===== src/rtl/alu32_serial_seq.sv =====
// Bit-serial ALU: one bit-slice per clock, LSB first, with a 1-bit carry between slices.
// Operands are latched on start; result and flags are registered on the FIN edge.
module alu32_serial_seq #(
  parameter int WIDTH = 32
) (
  input  logic             clk,
  input  logic             reset,
  input  logic             start,
  input  logic [2:0]       op,
  input  logic [WIDTH-1:0] a,
  input  logic [WIDTH-1:0] b,
  output logic [WIDTH-1:0] result,
  output logic             cout,
  output logic             overflow,
  output logic             zero,
  output logic             busy,
  output logic             done
);

  localparam int CW = $clog2(WIDTH + 1);

  localparam logic [2:0] OP_AND = 3'b000;
  localparam logic [2:0] OP_OR  = 3'b001;
  localparam logic [2:0] OP_XOR = 3'b010;
  localparam logic [2:0] OP_ADD = 3'b011;
  localparam logic [2:0] OP_SUB = 3'b100;
  localparam logic [2:0] OP_SLT = 3'b101;
  localparam logic [2:0] OP_NOR = 3'b110;

  typedef enum logic [1:0] {IDLE = 2'd0, RUN = 2'd1, FIN = 2'd2} state_t;

  state_t           state_q;
  logic [WIDTH-1:0] a_q, b_q, acc_q, result_q;
  logic [2:0]       op_q;
  logic [CW-1:0]    cnt_q;
  logic             carry_q, cin_msb_q, cout_msb_q, sum_msb_q;
  logic             cout_q, overflow_q, zero_q, busy_q, done_q;

  logic             ax, bx, sum, carry_d, bit_d;
  logic             arith, ovf_raw, cout_d, overflow_d, zero_d;
  logic [WIDTH-1:0] result_d;

  assign result   = result_q;
  assign cout     = cout_q;
  assign overflow = overflow_q;
  assign zero     = zero_q;
  assign busy     = busy_q;
  assign done     = done_q;

  // One slice: operand bits shift out of a_q/b_q at bit 0
  always_comb begin
    ax = a_q[0];
    bx = b_q[0];
    case (op_q)
      OP_SUB, OP_SLT: bx = ~b_q[0];
      OP_NOR: begin
        ax = ~a_q[0];
        bx = ~b_q[0];
      end
      default: ;
    endcase
    sum     = ax ^ bx ^ carry_q;
    carry_d = (ax & bx) | (carry_q & (ax ^ bx));
    case (op_q)
      OP_AND, OP_NOR:         bit_d = ax & bx;
      OP_OR:                  bit_d = ax | bx;
      OP_XOR:                 bit_d = ax ^ bx;
      OP_ADD, OP_SUB, OP_SLT: bit_d = sum;
      default:                bit_d = 1'b0;
    endcase
  end

  always_comb begin
    arith      = (op_q == OP_ADD) || (op_q == OP_SUB);
    ovf_raw    = cin_msb_q ^ cout_msb_q;
    overflow_d = arith & ovf_raw;
    cout_d     = arith & cout_msb_q;
    result_d   = acc_q;
    if (op_q == OP_SLT) begin
      result_d    = '0;
      result_d[0] = sum_msb_q ^ ovf_raw;
    end
    zero_d = (result_d == '0);
  end

  always_ff @(posedge clk) begin
    if (reset) begin
      state_q    <= IDLE;
      a_q        <= '0;
      b_q        <= '0;
      op_q       <= OP_AND;
      acc_q      <= '0;
      cnt_q      <= '0;
      carry_q    <= 1'b0;
      cin_msb_q  <= 1'b0;
      cout_msb_q <= 1'b0;
      sum_msb_q  <= 1'b0;
      result_q   <= '0;
      cout_q     <= 1'b0;
      overflow_q <= 1'b0;
      zero_q     <= 1'b0;
      busy_q     <= 1'b0;
      done_q     <= 1'b0;
    end else begin
      done_q <= 1'b0;
      case (state_q)
        IDLE: begin
          if (start) begin
            a_q     <= a;
            b_q     <= b;
            op_q    <= op;
            acc_q   <= '0;
            cnt_q   <= '0;
            carry_q <= (op == OP_SUB) || (op == OP_SLT);
            busy_q  <= 1'b1;
            state_q <= RUN;
          end
        end
        RUN: begin
          acc_q   <= {bit_d, acc_q[WIDTH-1:1]};
          a_q     <= a_q >> 1;
          b_q     <= b_q >> 1;
          carry_q <= carry_d;
          cnt_q   <= cnt_q + CW'(1);
          if (cnt_q == CW'(WIDTH - 1)) begin
            cin_msb_q  <= carry_q;
            cout_msb_q <= carry_d;
            sum_msb_q  <= sum;
            state_q    <= FIN;
          end
        end
        FIN: begin
          result_q   <= result_d;
          cout_q     <= cout_d;
          overflow_q <= overflow_d;
          zero_q     <= zero_d;
          done_q     <= 1'b1;
          busy_q     <= 1'b0;
          state_q    <= IDLE;
        end
        default: state_q <= IDLE;
      endcase
    end
  end

endmodule

===== config.mk =====
export PLATFORM = sky130hd
export DESIGN_NAME = alu32_serial_seq
export DESIGN_NICKNAME = d
export VERILOG_FILES = /design/src/rtl/alu32_serial_seq.sv
export SDC_FILE = /design/constraint.sdc
export NUM_CORES = 1
export LEC_CHECK = 0
export CAP_MARGIN = 30
export CORE_MARGIN = 2
export CORE_UTILIZATION = 50
export CTS_BUF_LIST = sky130_fd_sc_hd__clkbuf_2
export DETAILED_ROUTE_END_ITERATION = 10
export PLACE_DENSITY = 0.76
export SLEW_MARGIN = 20
export SYNTH_ARGS = -nofsm -noshare
export SYNTH_HDL_FRONTEND = slang
export SYNTH_SLANG_ARGS = --single-unit

===== constraint.sdc =====
create_clock -name clk -period 5.25 [get_ports clk]
set_input_delay 0.7875 -clock clk [delete_from_list [all_inputs] [get_ports clk]]
set_output_delay 0.7875 -clock clk [all_outputs]
set_load 0.05 [all_outputs]

==> results list <==
- Main area contributors after synthesis: sky130_fd_sc_hd__dfxtp_1 (48%), sky130_fd_sc_hd__nor2_1 (12%), sky130_fd_sc_hd__a21oi_1 (7.2%)
- The die covers 13300 sq um.
* Most frequent standard cell in the layout excluding fill and tap cells: sky130_fd_sc_hd__nor2_1
- Final Max Tran Viols: 0
- Largest clock skew in the final design: 29.4 ps
- Startpoint type of the worst setup path: flip-flop
- Crit path required time: 4460 ps
- For this block, the initial DRC count from the detailed router was 498.
- Dividing total power by cell area gives a power density of 287 nW/um^2.
- GRT Overall Usage: 22.3%
- Final setup vio count: 0
- Summed over all failing endpoints, the final setup total negative slack is 0 ps.
- Final Hold Viols: 0
- Once routing completed, OpenROAD measured the worst setup slack at 2480 ps.
* Via-per-instance ratio: 5.43
- Final critical delay including setup and external delays: 2770 ps
- The area growth from synthesis to layout is 22.4%.
- Number of post-CTS setup repair buffers: 0
- Counting every net in the synthesized netlist gives 852.
- The core region is 12100 sq um.
- Dividing the final minimum period by the clock period gives 52.7%.
- Number of buffers between clock root and the deepest sink: 2
- Buffers & Inverters on Critical Path: 1
- At the end of routability-driven placement, the weighted congestion stood at 0.768.
- Pre-antenna DRT Iters: 5
- Walking the worst path, the cells encountered are clkdlybuf4s50_1.
- Via count of the first global-routing pass: 5396
* Worst-path fanout max: 2
- Number of unique standard cell types used by synthesis: 41
- Across the VDD grid, the largest voltage drop is 0.200 mV.
* Number of buffers inserted during clock tree synthesis: 17
- For the pin with the worst max-slew slack, the measured transition is 905 ps.
- The floorplan has 40 rows.
- Synthesized area: 6200 sq um
- Leak Pwr: 2.90 nW
- Dividing the synthesized area by the synthesized cell count gives 7.96 sq um.
* Commonest non-fill, non-tap cells in the layout: sky130_fd_sc_hd__nor2_1 (199), sky130_fd_sc_hd__dfxtp_1 (146), sky130_fd_sc_hd__clkdlybuf4s50_1 (104), sky130_fd_sc_hd__a21oi_1 (89), sky130_fd_sc_hd__nand2_1 (43)
- Fraction of layout instances using a drive strength above 1: 7.32%
- Summing the sequential cell areas from Yosys gives 47.8% of the chip area.
- Tightest slew margin relative to the limit: 39.5%
- The first global-routing pass estimated 23.9 mm of wire.
* Post-Route WL: 14.3 mm
* Delay of the slowest cell on the worst path: 810 ps
* Async set-reset flop share out of synthesis: 0%
* NumNets Final: 922
- Sinks on the clock net: 148
- In this run, post-CTS hold repair placed 0 buffers.
- In this run the tool buffered the top-level ports with 106 buffer cells.
* Cell taking the most area after synthesis: sky130_fd_sc_hd__dfxtp_1
* Via count of the routed design: 5586
- Global route overflow: 0
- Counting flops with a built-in enable in the synthesized netlist gives 0.
- In the synthesized netlist the dominant register cell turns out to be sky130_fd_sc_hd__dfxtp_1.
- Die Width: 115 microns
* Floorplan die height: 115 microns
* Number of remaining DRC errors: 0
- CTS Root Cell: sky130_fd_sc_hd__clkbuf_2
* Starting Density: 51.4%
- The number of antenna diodes in the final layout is 0.
* Cell with the biggest individual delay on the critical path: sky130_fd_sc_hd__clkdlybuf4s50_1
- Detailed placement finished with a half-perimeter wire length of 9.39 mm.
- Ports: 107
- The number of antenna violations at the first check in global routing is 0.
* Post-Syn Instances: 778
- Maximum clock rate: 0.361 GHz
- Largest net degree at the start of global routing: 86
- After clock tree synthesis, the clock-pin slew on the worst setup and hold paths is 230 ps.
- CTS resizes: 0
* Category of the worst setup path capture point: primary output
* H-tree levels: 4
- Setup Slack @ Placement: 2330 ps
- Antenna violation net count after detailed routing: 0
- Clock latency on the worst-skew pair, taken at its later pin, is 760 ps.
- Yosys synthesis warning count: 0
- Cell family with the largest share of critical-path delay: buffers and inverters
- In the final routed layout, each cell accounts on average for 13.9 microns.
* Max-capacitance violation count: 0
- Fraction of post-synthesis cell area in the top cell type by area: 47.8%
* Run status: completed
- Class of the tightest hold or removal check: input port to flip-flop
- TritonCTS built the clock tree.
- Synthesis inferred 148 register bits.
- CP Class: flip-flop to primary output
- WP data arrival: 1980 ps
- Setup repair after global routing left no endpoint under its margin.
-- power breakdown --
group | internal [mW] | switching [mW] | leakage [nW]
registers | 1.18 | 0.0307 | 1.21
clock network | 0.273 | 0.429 | 0.152
logic | 0.125 | 0.145 | 1.53
total | 1.57 | 0.604 | 2.90
-- cells in the mapped netlist (3+ instances only) --
master / number
sky130_fd_sc_hd__nand2_1: 43
sky130_fd_sc_hd__o221a_2: 7
sky130_fd_sc_hd__nand3_1: 36
sky130_fd_sc_hd__a22oi_1: 3
sky130_fd_sc_hd__nor2b_1: 37
sky130_fd_sc_hd__nor3_1: 28
sky130_fd_sc_hd__buf_2: 24
sky130_fd_sc_hd__dfxtp_1: 148
sky130_fd_sc_hd__a21oi_1: 89
sky130_fd_sc_hd__inv_1: 10
sky130_fd_sc_hd__mux2i_1: 5
sky130_fd_sc_hd__clkbuf_1: 33
sky130_fd_sc_hd__a211oi_1: 3
sky130_fd_sc_hd__nor4_1: 30
sky130_fd_sc_hd__o21ai_0: 3
sky130_fd_sc_hd__a2111oi_0: 7
sky130_fd_sc_hd__ha_1: 3
sky130_fd_sc_hd__buf_1: 8
sky130_fd_sc_hd__nor2_1: 201
sky130_fd_sc_hd__a22o_1: 33
-- final cells by class --
cell class	count	area (sq um)
timing repair buffer	116	1160
clock buffer	18	90.1
multi-input combinational	554	2940
sequential	148	2970
clock inverter	14	175
inverter	11	41.3
fill	1053	4480
tap	168	210
-- registers in the layout (all words and copies together) (netlist names) --
name        count
busy            1
cnt_q           6
op_q            3
done            1
result         32
carry_q         1
acc_q          32
zero            1
b_q            32
cout_msb_q      1
cout            1
state_q         2
cin_msb_q       1
overflow        1
sum_msb_q       1
a_q            32
-- path summary, 6_finish.rpt --
path                                  from    endpoint  cells after the start  slack [ps]
worst max-delay path                  zero        zero                      1        2480
worst min-delay path                 reset  state_q[0]                      2         420
worst max register to register  state_q[0]  cout_msb_q                      6        3010
worst min register to register  result[17]  result[17]                      2         470
-- stage by stage --
step | hold WS (ps) | util [%] | power (mW) | instance area, sq um | instances
after floorplan | 448 | - | 1.40 | 6200 | 778
after global placement | 440 | 60.1 | 1.48 | 7250 | 993
after detailed placement | 445 | 60.5 | 1.50 | 7300 | 996
after CTS | 393 | 62.7 | 2.18 | 7560 | 1028
after global routing | 408 | 62.9 | 2.27 | 7580 | 1029
final | 415 | 62.9 | 2.18 | 7580 | 1029
-- logic make-up (layout without fill, tap and decap cells) --
logic type               Yosys count  in the layout  synth area share, %
AO/OA/AOI/OAI                    152            152                 16.2
XOR/XNOR                           4              4                0.566
adder cells (fa/ha/maj)            4              4                0.929
buffers and inverters             76            159                 5.09
flip-flops                       148            148                 47.8
multiplexers                       5              5                0.808
AND/OR/NAND/NOR                  389            389                 28.6
-- metal layers --
layer / vias up / share of wire, % / track usage, %
li1: 2813 / - / -
met4: 0 / 1.5 / 7.87
met3: 21 / 5.9 / 6.22
met5: - / 0 / 0
met2: 163 / 47 / 36.9
met1: 2589 / 46 / 27.8
(Power assumes the default switching activity.)
